--- src/rtl/operand_sequencer.sv ---
// operand_sequencer
// -----------------------------------------------------------------------------
// Collects two operands (A then B) from a valid/ready byte stream, presents
// them to an external combinational adder, registers the adder's result and
// holds it on a valid/ready output until the consumer takes it. Only one
// transaction is in flight at a time: A, B, CALC, OUT, then back to A.
//
// Handshake semantics (both sides): a beat transfers on a rising clk edge
// where valid and ready are both high. The producer may assert valid at any
// time. Once this block raises out_valid, it keeps out_valid and out_sum
// stable until the edge where out_ready is sampled high.
//
// Ports:
//   clk          in   clock, all state updates on the rising edge
//   rst          in   asynchronous active-high reset
//   in_data      in   operand stream, A first, then B
//   in_valid     in   in_data valid this cycle
//   in_ready     out  block accepts in_data this cycle (GET_A / GET_B)
//   add_a        out  operand A, to the external adder
//   add_b        out  operand B, to the external adder
//   add_sum      in   adder result, combinational from add_a/add_b
//   out_sum      out  registered result
//   out_valid    out  out_sum holds a valid result (OUT state only)
//   out_ready    in   consumer accepts out_sum
//   busy         out  high in every state except GET_A
//   carry_out    out  carry of A+B, valid with out_valid
//                     (present only with OPERAND_SEQUENCER_CARRY_EN defined)
//   state_dbg_o  out  current FSM state, for observation
//
// Build option: define OPERAND_SEQUENCER_CARRY_EN to add the carry_out port.
// -----------------------------------------------------------------------------
module operand_sequencer #(
  parameter int WIDTH = 8
) (
  input  logic             clk,
  input  logic             rst,
  input  logic [WIDTH-1:0] in_data,
  input  logic             in_valid,
  output logic             in_ready,
  output logic [WIDTH-1:0] add_a,
  output logic [WIDTH-1:0] add_b,
  input  logic [WIDTH-1:0] add_sum,
  output logic [WIDTH-1:0] out_sum,
  output logic             out_valid,
  input  logic             out_ready,
  output logic             busy,
`ifdef OPERAND_SEQUENCER_CARRY_EN
  output logic             carry_out,
`endif
  output logic [1:0]       state_dbg_o
);

  typedef enum logic [1:0] {
    GET_A = 2'd0,
    GET_B = 2'd1,
    CALC  = 2'd2,
    OUT   = 2'd3
  } state_e;

  state_e           state_q, state_d;
  logic [WIDTH-1:0] a_q, a_d;
  logic [WIDTH-1:0] b_q, b_d;
  logic [WIDTH-1:0] sum_q, sum_d;
  logic             in_ready_q, in_ready_d;
  logic             out_valid_q, out_valid_d;
  logic             busy_q, busy_d;
`ifdef OPERAND_SEQUENCER_CARRY_EN
  logic             carry_q, carry_d;
`endif

  // Next-state and datapath logic. The status outputs are decoded from the
  // next state so that, once registered, they line up with the state they
  // describe.
  always_comb begin
    state_d = state_q;
    a_d     = a_q;
    b_d     = b_q;
    sum_d   = sum_q;
`ifdef OPERAND_SEQUENCER_CARRY_EN
    carry_d = carry_q;
`endif

    unique case (state_q)
      GET_A: begin
        if (in_valid && in_ready_q) begin
          a_d     = in_data;
          state_d = GET_B;
        end
      end
      GET_B: begin
        if (in_valid && in_ready_q) begin
          b_d     = in_data;
          state_d = CALC;
        end
      end
      CALC: begin
        // add_a/add_b have been stable since B was accepted, so add_sum has
        // settled by now. The sum wraps modulo 2^WIDTH.
        sum_d   = add_sum;
`ifdef OPERAND_SEQUENCER_CARRY_EN
        // An unsigned wrap-around leaves the truncated sum below operand A.
        carry_d = (add_sum < a_q);
`endif
        state_d = OUT;
      end
      OUT: begin
        if (out_ready) begin
          state_d = GET_A;
        end
      end
      default: begin
        state_d = GET_A;
      end
    endcase

    in_ready_d  = (state_d == GET_A) || (state_d == GET_B);
    out_valid_d = (state_d == OUT);
    busy_d      = (state_d != GET_A);
  end

  always_ff @(posedge clk or posedge rst) begin
    if (rst) begin
      state_q     <= GET_A;
      a_q         <= '0;
      b_q         <= '0;
      sum_q       <= '0;
      in_ready_q  <= 1'b1;
      out_valid_q <= 1'b0;
      busy_q      <= 1'b0;
`ifdef OPERAND_SEQUENCER_CARRY_EN
      carry_q     <= 1'b0;
`endif
    end else begin
      state_q     <= state_d;
      a_q         <= a_d;
      b_q         <= b_d;
      sum_q       <= sum_d;
      in_ready_q  <= in_ready_d;
      out_valid_q <= out_valid_d;
      busy_q      <= busy_d;
`ifdef OPERAND_SEQUENCER_CARRY_EN
      carry_q     <= carry_d;
`endif
    end
  end

  assign in_ready    = in_ready_q;
  assign add_a       = a_q;
  assign add_b       = b_q;
  assign out_sum     = sum_q;
  assign out_valid   = out_valid_q;
  assign busy        = busy_q;
  assign state_dbg_o = state_q;
`ifdef OPERAND_SEQUENCER_CARRY_EN
  assign carry_out   = carry_q;
`endif

endmodule
--- config.mk ---
export PLATFORM = sky130hd
export DESIGN_NAME = operand_sequencer
export DESIGN_NICKNAME = d
export VERILOG_FILES = /design/src/rtl/operand_sequencer.sv
export SDC_FILE = /design/constraint.sdc
export NUM_CORES = 1
export LEC_CHECK = 0
export BUFFER_PORTS_ARGS = -buffer_cell sky130_fd_sc_hd__buf_2
export CAP_MARGIN = 25
export CORE_ASPECT_RATIO = 0.75
export CORE_UTILIZATION = 24
export DETAILED_ROUTE_END_ITERATION = 10
export PLACE_DENSITY = 0.5
export SYNTH_ARGS = -nofsm -noshare
export SYNTH_HDL_FRONTEND = slang
export SYNTH_SLANG_ARGS = --single-unit
--- constraint.sdc ---
create_clock -name clk -period 1.7 [get_ports clk]
set_input_delay 0.17 -clock clk [delete_from_list [all_inputs] [get_ports clk]]
set_output_delay 0.17 -clock clk [all_outputs]
set_load 0.01 [all_outputs]
==> results of run 1 <==
-- worst max-delay path by stage --
| stage | end | slack [ns] | cells past startpoint |
|---|---|---|---|
| finish | add_a[5] | 0.18 | 3 |
| global route | add_a[6] | 0.12 | 3 |
| CTS | add_a[5] | 0.17 | 3 |
| detailed placement | add_a[7] | 0.19 | 3 |
| global placement | add_a[2] | 0.21 | 3 |
| floorplan | add_a[0] | 0.23 | 3 |
-- area by class of cell --
type,count,share of cell area (%)
multi-input combinational,35,23.1
clock inverter,2,2.44
sequential,29,47.2
timing repair buffer,51,17.2
inverter,1,0.244
clock buffer,6,5.36
tap,55,4.46
-- state kept, by name, indices dropped and copies added (netlist names) --
name / cells
out_valid: 1
add_a: 8
state_dbg_o: 2
add_b: 8
busy: 1
out_sum: 8
in_ready: 1
-- critical path, cell delays in order (launching register included) --
cell	delay, ns
dfstp_2	0.57
nor4bb_2	0.28
buf_4	0.21
mux2_2	0.34
-- synth_stat cells (all sizes together) (2+ instances only) --
| cell type | n |
|---|---|
| mux2 | 24 |
| buf | 2 |
| dfrtp | 28 |
| nor2 | 2 |
-- power by group through the flow --
stage / Clock (µW) / Combinational (µW) / Sequential (µW)
floorplan: 0 / 477 / 1420
global placement: 0 / 1090 / 1250
detailed placement: 0 / 1100 / 1270
CTS: 760 / 1100 / 1260
global route: 791 / 1190 / 1300
finish: 733 / 1080 / 1260
-- metal layers --
metal  global-route usage [%]  share of wire, %  vias up
li1                         -                 -      347
met1                     11.9                44      376
met2                     15.8                47       27
met3                     4.66               8.0        2
met4                     3.83              0.74        0
met5                        0                 0        -
-- stage by stage --
stage          utilization [%]  hold slack [ns]
6_report                  36.7            0.103
5_1_grt                   36.7            0.103
4_1_cts                   36.7           0.0948
3_5_place_dp              33.6            0.263
3_3_place_gp              33.6            0.257
2_1_floorplan                -            0.247
-- kinds of logic (layout without fill, tap and decap cells) --
kind of cell / Yosys count / after routing / synth area share, %
AOI/OAI and AO/OA: 3 / 3 / 1.95
buffers and inverters: 3 / 60 / 1.49
DFF: 29 / 29 / 66.5
muxes: 24 / 24 / 24.7
and+or+nand+nor: 8 / 8 / 5.38
-- placed cells by master, fill, tap and decap left out --
cell           count
inv_1              1
nand4b_2           1
or2_2              1
dfstp_2            1
dfrtp_1           28
nor4bb_2           1
clkinvlp_4         1
nor2_1             2
dlygate4sd3_1      1
a31oi_1            1
and3_1             1
clkbuf_8           6
a211oi_1           1
nand2b_1           1
buf_4              2
nor3b_1            1
buf_2             48
a21boi_0           1
mux2_2            24
bufinv_16          1
==> out/qor.txt, run 1 <==
Setup crit end kind: flip-flop
Hold_buf cts: 1
Post-Layout Cell Count: 179
R2R cell count: 3
Crit path required time: 1.85 ns
Initial Util: 26.0%
RSZ-0062 raised after global routing: no
Core ar.: 4200 µm²
Die height: 60.5 µm
Row count: 20
Cell Area, Placed: 1410 µm²
Vias in the first global route: 759
CTS resizes: 0
Hold path endpoint: out_valid
Setup violations, final: 0
Chip width: 79.9 µm
Clock root cell: clkbuf_8
Dpl hpwl: 1630 µm
Outcome: complete, no violations
Final worst slack: 0.183 ns
Largest cells by area after synthesis: dfrtp_1 (64%), mux2_2 (25%), dfstp_2 (2.4%), nand4b_2 (1.4%), nor4bb_1 (0.92%)
Final Wtd Congestion: 0.647
GRT Total Usage: 9.92%
Clock-pin slew on the worst setup and hold paths: 0.06 ns
Max VDD drop: 0.766 mV
Final antenna-violating net count: 0
Max Cap Violations: 0
Nets: 143
IO Port Bufs: 48
WP data arrival: 1.67 ns
Sw Pwr: 952 µW
Worst min-delay path class: in2reg
Initial DRC Count: 4
Setup crit start kind: flip-flop
Primary FF master, synth: dfrtp_1
Cell Area, Synth: 1090 µm²
H-Tree Depth: 2
CP max FO: 8
Max Clock Freq: 0.659 GHz
WL final: 2170 µm
Clock buffer depth: 2
Setup crit start: in_ready
Fin crit period: 1.52 ns
Setup TNS: 0 ns
Synth cell types: 16
Clock sink count: 29
Vias post-DR: 752
Area leader, netlist: dfrtp_1
CTS tree: built
Clock Skew: 0.00672 ns
Hold Vio Cnt, Final: 0
Pin slew with the least headroom to its limit: 0.378 ns
Fin area: 1540 µm²
Area of the multi-input gates: 357 µm²
First-pass GRT wire length: 3460 µm
Post-synthesis sequential area ratio: 66.5%
Worst hold path stage count: 2
Sequential power share: 41.0%
DRC Markers: 0
Share of cells above drive strength 1: 69.4%
Die footprint: 4830 µm²
Switching share of power: 31.0%
Area grow syn2layout: 41.0%
FF+latch count, synth: 29
FFs w/ async S/R, synth: 100%
Post-CTS setup buffer count: 0
FF-to-FF setup slack: 0.18 ns
Worst-Skew Late Latency: 0.27 ns
Clock power share: 23.9%
Pwr/cell area: 1990 nW/µm²
Initial antenna violation count: 0
R2R Path End: add_a[5]
Post-synth EDFFs: 0
Comb power frac: 35.1%
Count of pins over their slew limit: 0
Reg area: 727 µm²
Syn_area_per_cell: 16.3 µm²
Leak: 0.000742 µW
Post-synth top area share: 64.1%
Synth warn: 0
Period utilization: 89.2%
Pin count of the biggest net entering global routing: 30
Kind of critical path: reg2reg
Drt pass-1 iters: 2
Ant. Diodes: 0
Post-Syn Nets: 87
Post-synthesis instance total: 67
Drt wl/cell: 12.1 µm
Hold path start: out_ready
Pre-CTS setup slack: 0.187 ns
Launching point of the worst reg2reg path: in_ready
Io pins: 49
TritonCTS Buffers: 5
Slew Limit Headroom: 74.8%
Int Power: 2120 µW
Vias/cell: 4.20
Fill cell count: 435
Placed cells: 170
Tot Pwr: 3070 µW
GRT Residual Overflow: 0
(Power assumes the default switching activity.)
==> inputs of run 2 (changes only) <==
--- a/config.mk
+++ b/config.mk
@@ -11,6 +11,7 @@
 export CORE_UTILIZATION = 24
 export DETAILED_ROUTE_END_ITERATION = 10
 export PLACE_DENSITY = 0.5
+export SETUP_SLACK_MARGIN = 0.5
 export SYNTH_ARGS = -nofsm -noshare
 export SYNTH_HDL_FRONTEND = slang
 export SYNTH_SLANG_ARGS = --single-unit
==> run 2 against run 1 <==
Compared with the run above: power is 7.9% higher; sequential share of layout area is 3.9 points lower; global-route usage is 0.37 points higher; largest cell class unchanged; combinational power is 34% higher; critical path depth stayed put; sequential power hardly changed.
==> out/qor.txt, run 2 (synthesized netlist as in run 1, its figures left out) <==
Outcome: complete, no violations
Row count: 20 (unchanged)
Worst Path Buf+Inv: 1 (unchanged)
Core ar.: 4200 µm² (unchanged)
Clock buffer depth: 2 (unchanged)
Max Clock Freq: 0.721 GHz (+9.4%)
Vias in the first global route: 768 (+1.2%)
H-Tree Depth: 2 (unchanged)
M2 GR Usage: 15.6% (-0.12 points)
Worst min-delay path class: in2reg
TritonCTS Buffers: 5 (unchanged)
Dpl hpwl: 1480 µm (-9.0%)
Count of pins over their slew limit: 0 (unchanged)
First-pass GRT wire length: 3660 µm (+5.8%)
Fill cell count: 426 (-2.1%)
Pin count of the biggest net entering global routing: 30 (unchanged)
Vias post-DR: 786 (+4.5%)
CTS tree: built
Max VDD drop: 0.717 mV (-6.4%)
IO Port Bufs: 48 (unchanged)
Setup crit end kind: flip-flop
RSZ-0062 raised after global routing: yes
Nets: 152 (+6.3%)
CP max-delay cell: dfrtp_2
Area grow syn2layout: 54.2%
Hold Vio Cnt, Final: 0 (unchanged)
Most common cell after layout, fill and taps aside: buf_2
Drt pass-1 iters: 2 (unchanged)
Initial DRC Count: 12 (+8)
Pin slew with the least headroom to its limit: 0.362 ns (-0.0155 ns)
Worst-Skew Late Latency: 0.27 ns (about the same)
Met3 capacity usage during global routing: 4.36% (-0.30 points)
DRC Markers: 0 (unchanged)
Final Wtd Congestion: 0.705 (+8.9%)
Final core utilization: 40.1% (+3.5 points)
Pwr/cell area: 1960 nW/µm² (-1.4%)
Kind of critical path: reg2reg
Drt wl/cell: 12.8 µm (+5.2%)
Share of cells above drive strength 1: 74.4% (+5.1 points)
Max Cap Violations: 0 (unchanged)
Global routing's busiest layer: met2
Setup violations, final: 0 (unchanged)
Slew Limit Headroom: 75.8% (+1.0 points)
WP data arrival: 1.54 ns (-0.13 ns)
Fin area: 1690 µm² (+9.4%)
GRT Total Usage: 10.3% (+0.37 points)
WL final: 2400 µm (+10%)
FF-to-FF setup slack: 0.31 ns (+0.13 ns)
Setup TNS: 0 ns (unchanged)
Met1 Track Usage GR: 13.8% (+1.9 points)
Setup crit start kind: flip-flop
Final antenna-violating net count: 0 (unchanged)
CP delay by family, top: flip-flops
Area of the multi-input gates: 440 µm² (+24%)
Crit path required time: 1.85 ns (about the same)
Fin crit period: 1.39 ns (-0.130 ns)
Ant. Diodes: 0 (unchanged)
Worst-path cell chain: nor4bb_4 -> buf_6 -> mux2_4
Cell Area, Placed: 1410 µm² (about the same)
Clock sink count: 29 (unchanged)
Die height: 60.5 µm (unchanged)
Reg area: 729 µm² (+0.34%)
Clock-pin slew on the worst setup and hold paths: 0.06 ns (about the same)
Clock root cell: clkbuf_8
GRT Residual Overflow: 0 (unchanged)
Die footprint: 4830 µm² (unchanged)
CP max FO: 8 (unchanged)
Leak: 0.000843 µW (+14%)
Initial antenna violation count: 0 (unchanged)
Critical path's largest stage delay: 0.47 ns (-0.10 ns)
Vias/cell: 4.18 (-0.48%)
Period utilization: 81.6% (-7.6 points)
Hold slack: 0.117 ns (+0.0138 ns)
Io pins: 49 (unchanged)
Most frequent cells in the layout: buf_2 (47), dfrtp_1 (26), mux2_2 (16)
Initial Util: 26.0% (unchanged)
Clock Skew: 0.00521 ns (-0.00151 ns)
Chip width: 79.9 µm (unchanged)
-- run 2: layer usage --
metal	wire [µm]	part of all wire (%)
met1	1120	47
met2	1110	46
met3	175	7.3
met4	0	0
met5	0	0
-- run 2: area by class of cell --
| class | count | share of cell area [%] |
|---|---|---|
| timing repair buffer | 59 | 20.3 |
| sequential | 29 | 43.2 |
| multi-input combinational | 36 | 26.1 |
| clock inverter | 1 | 0.297 |
| tap | 55 | 4.08 |
| clock buffer | 7 | 5.71 |
| inverter | 1 | 0.223 |
-- run 2: where the power goes --
| group | switching [µW] | leakage (µW) | total (µW) | internal, µW |
|---|---|---|---|---|
| clock | 248 | 0.0000542 | 613 | 365 |
| combinational | 604 | 0.000450 | 1450 | 842 |
| sequential | 199 | 0.000339 | 1250 | 1050 |
| total | 1050 | 0.000843 | 3310 | 2260 |
-- run 2: worst paths after layout --
path	startpoint	to	depth (start not counted)
worst max-delay path	state_dbg_o[0]	add_a[7]	3
worst min-delay path	out_ready	out_valid	2
worst max register to register	state_dbg_o[0]	add_a[7]	3
worst min register to register	out_sum[1]	out_sum[1]	1
max in group asynchronous	rst	in_ready	4
min in group asynchronous	rst	out_sum[4]	4
-- run 2: per-stage QoR --
| stage | worst slack, ns | power (µW) | std cells |
|---|---|---|---|
| after global placement | 0.279 | 2330 | 170 |
| after floorplan | 0.294 | 1900 | 67 |
| after global routing | 0.272 | 3540 | 188 |
| after CTS | 0.288 | 3160 | 181 |
| after detailed placement | 0.243 | 2360 | 170 |
| final | 0.313 | 3310 | 188 |
-- run 2: what timing repair did --
item	4_1_cts	5_1_grt
pin swaps	0	1
setup endpoints to repair	25	26
gates cloned	1	0
hold buffers	1	0
gates resized for setup	12	7
setup buffers	1	7
hold endpoints to repair	28	0
==> inputs of run 3 (changes only) <==
--- a/config.mk
+++ b/config.mk
@@ -5,6 +5,7 @@
 export SDC_FILE = /design/constraint.sdc
 export NUM_CORES = 1
 export LEC_CHECK = 0
+export ABC_AREA = 1
 export BUFFER_PORTS_ARGS = -buffer_cell sky130_fd_sc_hd__buf_2
 export CAP_MARGIN = 25
 export CORE_ASPECT_RATIO = 0.75
==> constraint.sdc (replaced) <==
create_clock -name clk -period 1.35 [get_ports clk]
set_input_delay 0.135 -clock clk [delete_from_list [all_inputs] [get_ports clk]]
set_output_delay 0.135 -clock clk [all_outputs]
set_load 0.01 [all_outputs]
==> run 3 against run 2 <==
Compared with the run above: the flow now finishes with violations (negative hold slack); via count grew 44%; routed wire length increased by 35%; clock-buffer cell count shrank 1; sequential share of layout area fell by 7.3 points; combinational power is 90% higher; final cell count rose by 42%; power up 52%; clock power is 12% higher; synthesized cell count up 81%; area after synthesis grew 4.7%; clock skew shrank 0.0010 ns; global-route usage is 2.8 points higher; critical path type is now reg2out.
==> out/qor.txt, run 3 <==
Outcome: finished with violations
Violated checks: negative hold slack
Clock buffer depth: 2 (unchanged)
Post-synthesis sequential area ratio: 63.5% (-3.0 points)
Synth top cells by count: nand2_1 (52), dfrtp_1 (28), nand3_1 (25), nand2_2 (4), inv_1 (3)
Share of cells above drive strength 1: 58.1% (-16 points)
Die footprint: 5050 µm² (+4.5%)
Ant. Diodes: 0 (unchanged)
Row count: 21 (+5.0%)
Clock root cell: clkbuf_8
Pin slew with the least headroom to its limit: 0.398 ns (+0.0355 ns)
Critical path's largest stage delay: 0.56 ns (+0.09 ns)
Fill cell count: 452 (+6.1%)
CP delay by family, top: flip-flops
Primary FF master, synth: dfrtp_1
Drt pass-1 iters: 4 (+2)
Worst-Skew Late Latency: 0.28 ns (about the same)
Io pins: 49 (unchanged)
Count leader, synth: nand2_1
Largest cells by area after synthesis: dfrtp_1 (61%), nand2_1 (17%), nand3_1 (11%), dfstp_2 (2.3%), nand2_2 (2.2%)
Post-synth top area share: 61.2% (-2.9 points)
Count of pins over their slew limit: 0 (unchanged)
Setup violations, final: 0 (unchanged)
Initial DRC Count: 35 (+23)
First-pass GRT wire length: 4690 µm (+28%)
Pwr/cell area: 2480 nW/µm² (+26%)
Drt wl/cell: 12.2 µm (-4.7%)
Initial antenna violation count: 0 (unchanged)
Clock-pin slew on the worst setup and hold paths: 0.06 ns (about the same)
Setup TNS: 0 ns (unchanged)
Fin crit period: 1.08 ns
Dpl hpwl: 2140 µm (+44%)
Cell Area, Synth: 1140 µm² (+4.7%)
Nets: 229 (+51%)
Post-synthesis instance total: 121 (+81%)
GRT Residual Overflow: 0 (unchanged)
Fin area: 2030 µm² (+20%)
Initial Util: 25.3% (-0.68 points)
Syn_area_per_cell: 9.46 µm² (-42%)
Hold Vio Cnt, Final: 7 (+7)
Leak: 0.00109 µW (+30%)
WL final: 3250 µm (+35%)
Die height: 61.8 µm (+2.2%)
CTS tree: built
Max Clock Freq: 0.925 GHz
Pin count of the biggest net entering global routing: 12 (-60%)
Core ar.: 4520 µm² (+7.5%)
Clock sink count: 29 (unchanged)
FFs w/ async S/R, synth: 100% (unchanged)
IO Port Bufs: 48 (unchanged)
Synth warn: 0 (unchanged)
R2R cell count: 5 (+2)
Hold slack: -0.174 ns (-0.291 ns)
Chip width: 81.8 µm (+2.3%)
Worst path depth: 1 (-2)
DRC Markers: 0 (unchanged)
Slew Limit Headroom: 73.4% (-2.4 points)
Worst min-delay path class: in2async
Setup crit start kind: flip-flop
Crit path required time: 1.22 ns (-0.63 ns)
Worst Path Buf+Inv: 1 (unchanged)
H-Tree Depth: 2 (unchanged)
Final antenna-violating net count: 0 (unchanged)
GRT Total Usage: 13.1% (+2.8 points)
Most frequent cells in the layout: buf_2 (43), nand2_1 (42), dfrtp_1 (26), buf_4 (26), nand3_1 (15)
Reg area: 729 µm² (unchanged)
WP data arrival: 0.95 ns (-0.59 ns)
Cell Area, Placed: 1490 µm² (+5.5%)
Max Cap Violations: 0 (unchanged)
Setup crit end kind: output port
Area leader, netlist: dfrtp_1
Vias in the first global route: 980 (+28%)
Worst-path cell chain: buf_6
FF+latch count, synth: 29 (unchanged)
Final Wtd Congestion: 0.686 (-2.7%)
Area of the multi-input gates: 497 µm² (+13%)
Max VDD drop: 0.910 mV (+27%)
Post-Syn Nets: 141 (+62%)
Area grow syn2layout: 77.0%
Clock Skew: 0.00421 ns (-0.00101 ns)
TritonCTS Buffers: 5 (unchanged)
Period utilization: 80.1%
Synth cell types: 12 (-4)
Post-synth EDFFs: 0 (unchanged)
Vias/cell: 4.22 (+1.0%)
RSZ-0062 raised after global routing: yes
CP max-delay cell: dfstp_2
Most common cell after layout, fill and taps aside: buf_2
CP max FO: 2 (-6)
Vias post-DR: 1128 (+44%)
Final core utilization: 44.9% (+4.7 points)
Kind of critical path: reg2out
## run 3: cell count changes after synthesis, sizes merged, moves of 4 or more
cell / before / now
inv: 1 / 5
mux2: 24 / 0
nand2: 0 / 56
nand3: 0 / 25
## run 3: logic make-up (layout without fill, tap and decap cells)
group	after synthesis	in the layout	share of synthesized area, %
AND/OR/NAND/NOR	84	84	32.8
flip-flops	29	29	63.5
buffers and inverters	8	97	3.72
## run 3: final timing paths
path                       slack, ns           start         end
max in group asynchronous       1.00             rst    in_ready
setup reg to reg                0.28  state_dbg_o[0]    add_b[2]
hold reg to reg                 0.47        add_a[6]    add_a[6]
min in group clk                0.09      add_sum[3]  out_sum[3]
setup / recovery                0.27        in_ready    in_ready
hold / removal                 -0.17             rst    add_a[7]
## run 3: per-layer routing
layer | GRT usage [%] | vias to the layer above | part of all wire (%)
met5 | 0 | - | 0
met4 | 6.02 | 0 | 1.2
met3 | 5.40 | 5 | 6.1
met2 | 16.8 | 28 | 42
met1 | 18.9 | 528 | 51
li1 | - | 567 | -
## run 3: where the power goes
part           total, µW  switching, µW  internal, µW
logic               2750           1310          1450
registers           1580            278          1300
clock network        686            330           356
## run 3: cell type report
class                           count  share of cell area (%)
Clock buffer                        6                    3.58
Timing Repair Buffer               83                    29.9
Sequential cell                    29                    36.0
Multi-Input combinational cell     84                    24.5
Clock inverter                      2                   0.494
Timing Repair inverter              1                   0.247
Tap cell                           57                    3.52
Inverter                            5                    1.79
## run 3: repair_timing
item	4_1_cts	5_1_grt
endpoints found under the hold margin	7	7
cloned	1	1
setup buffers	22	8
gates resized for setup	19	21
endpoints found under the setup margin	57	57
pin swaps	3	11
## run 3: per-stage QoR
step / worst slack, ns / cells / total power [µW]
2_1_floorplan: 0.311 / 121 / 2580
3_3_place_gp: 0.202 / 227 / 3170
3_5_place_dp: 0.187 / 227 / 3170
4_1_cts: 0.266 / 258 / 4670
5_1_grt: 0.208 / 267 / 5420
6_report: 0.269 / 267 / 5020
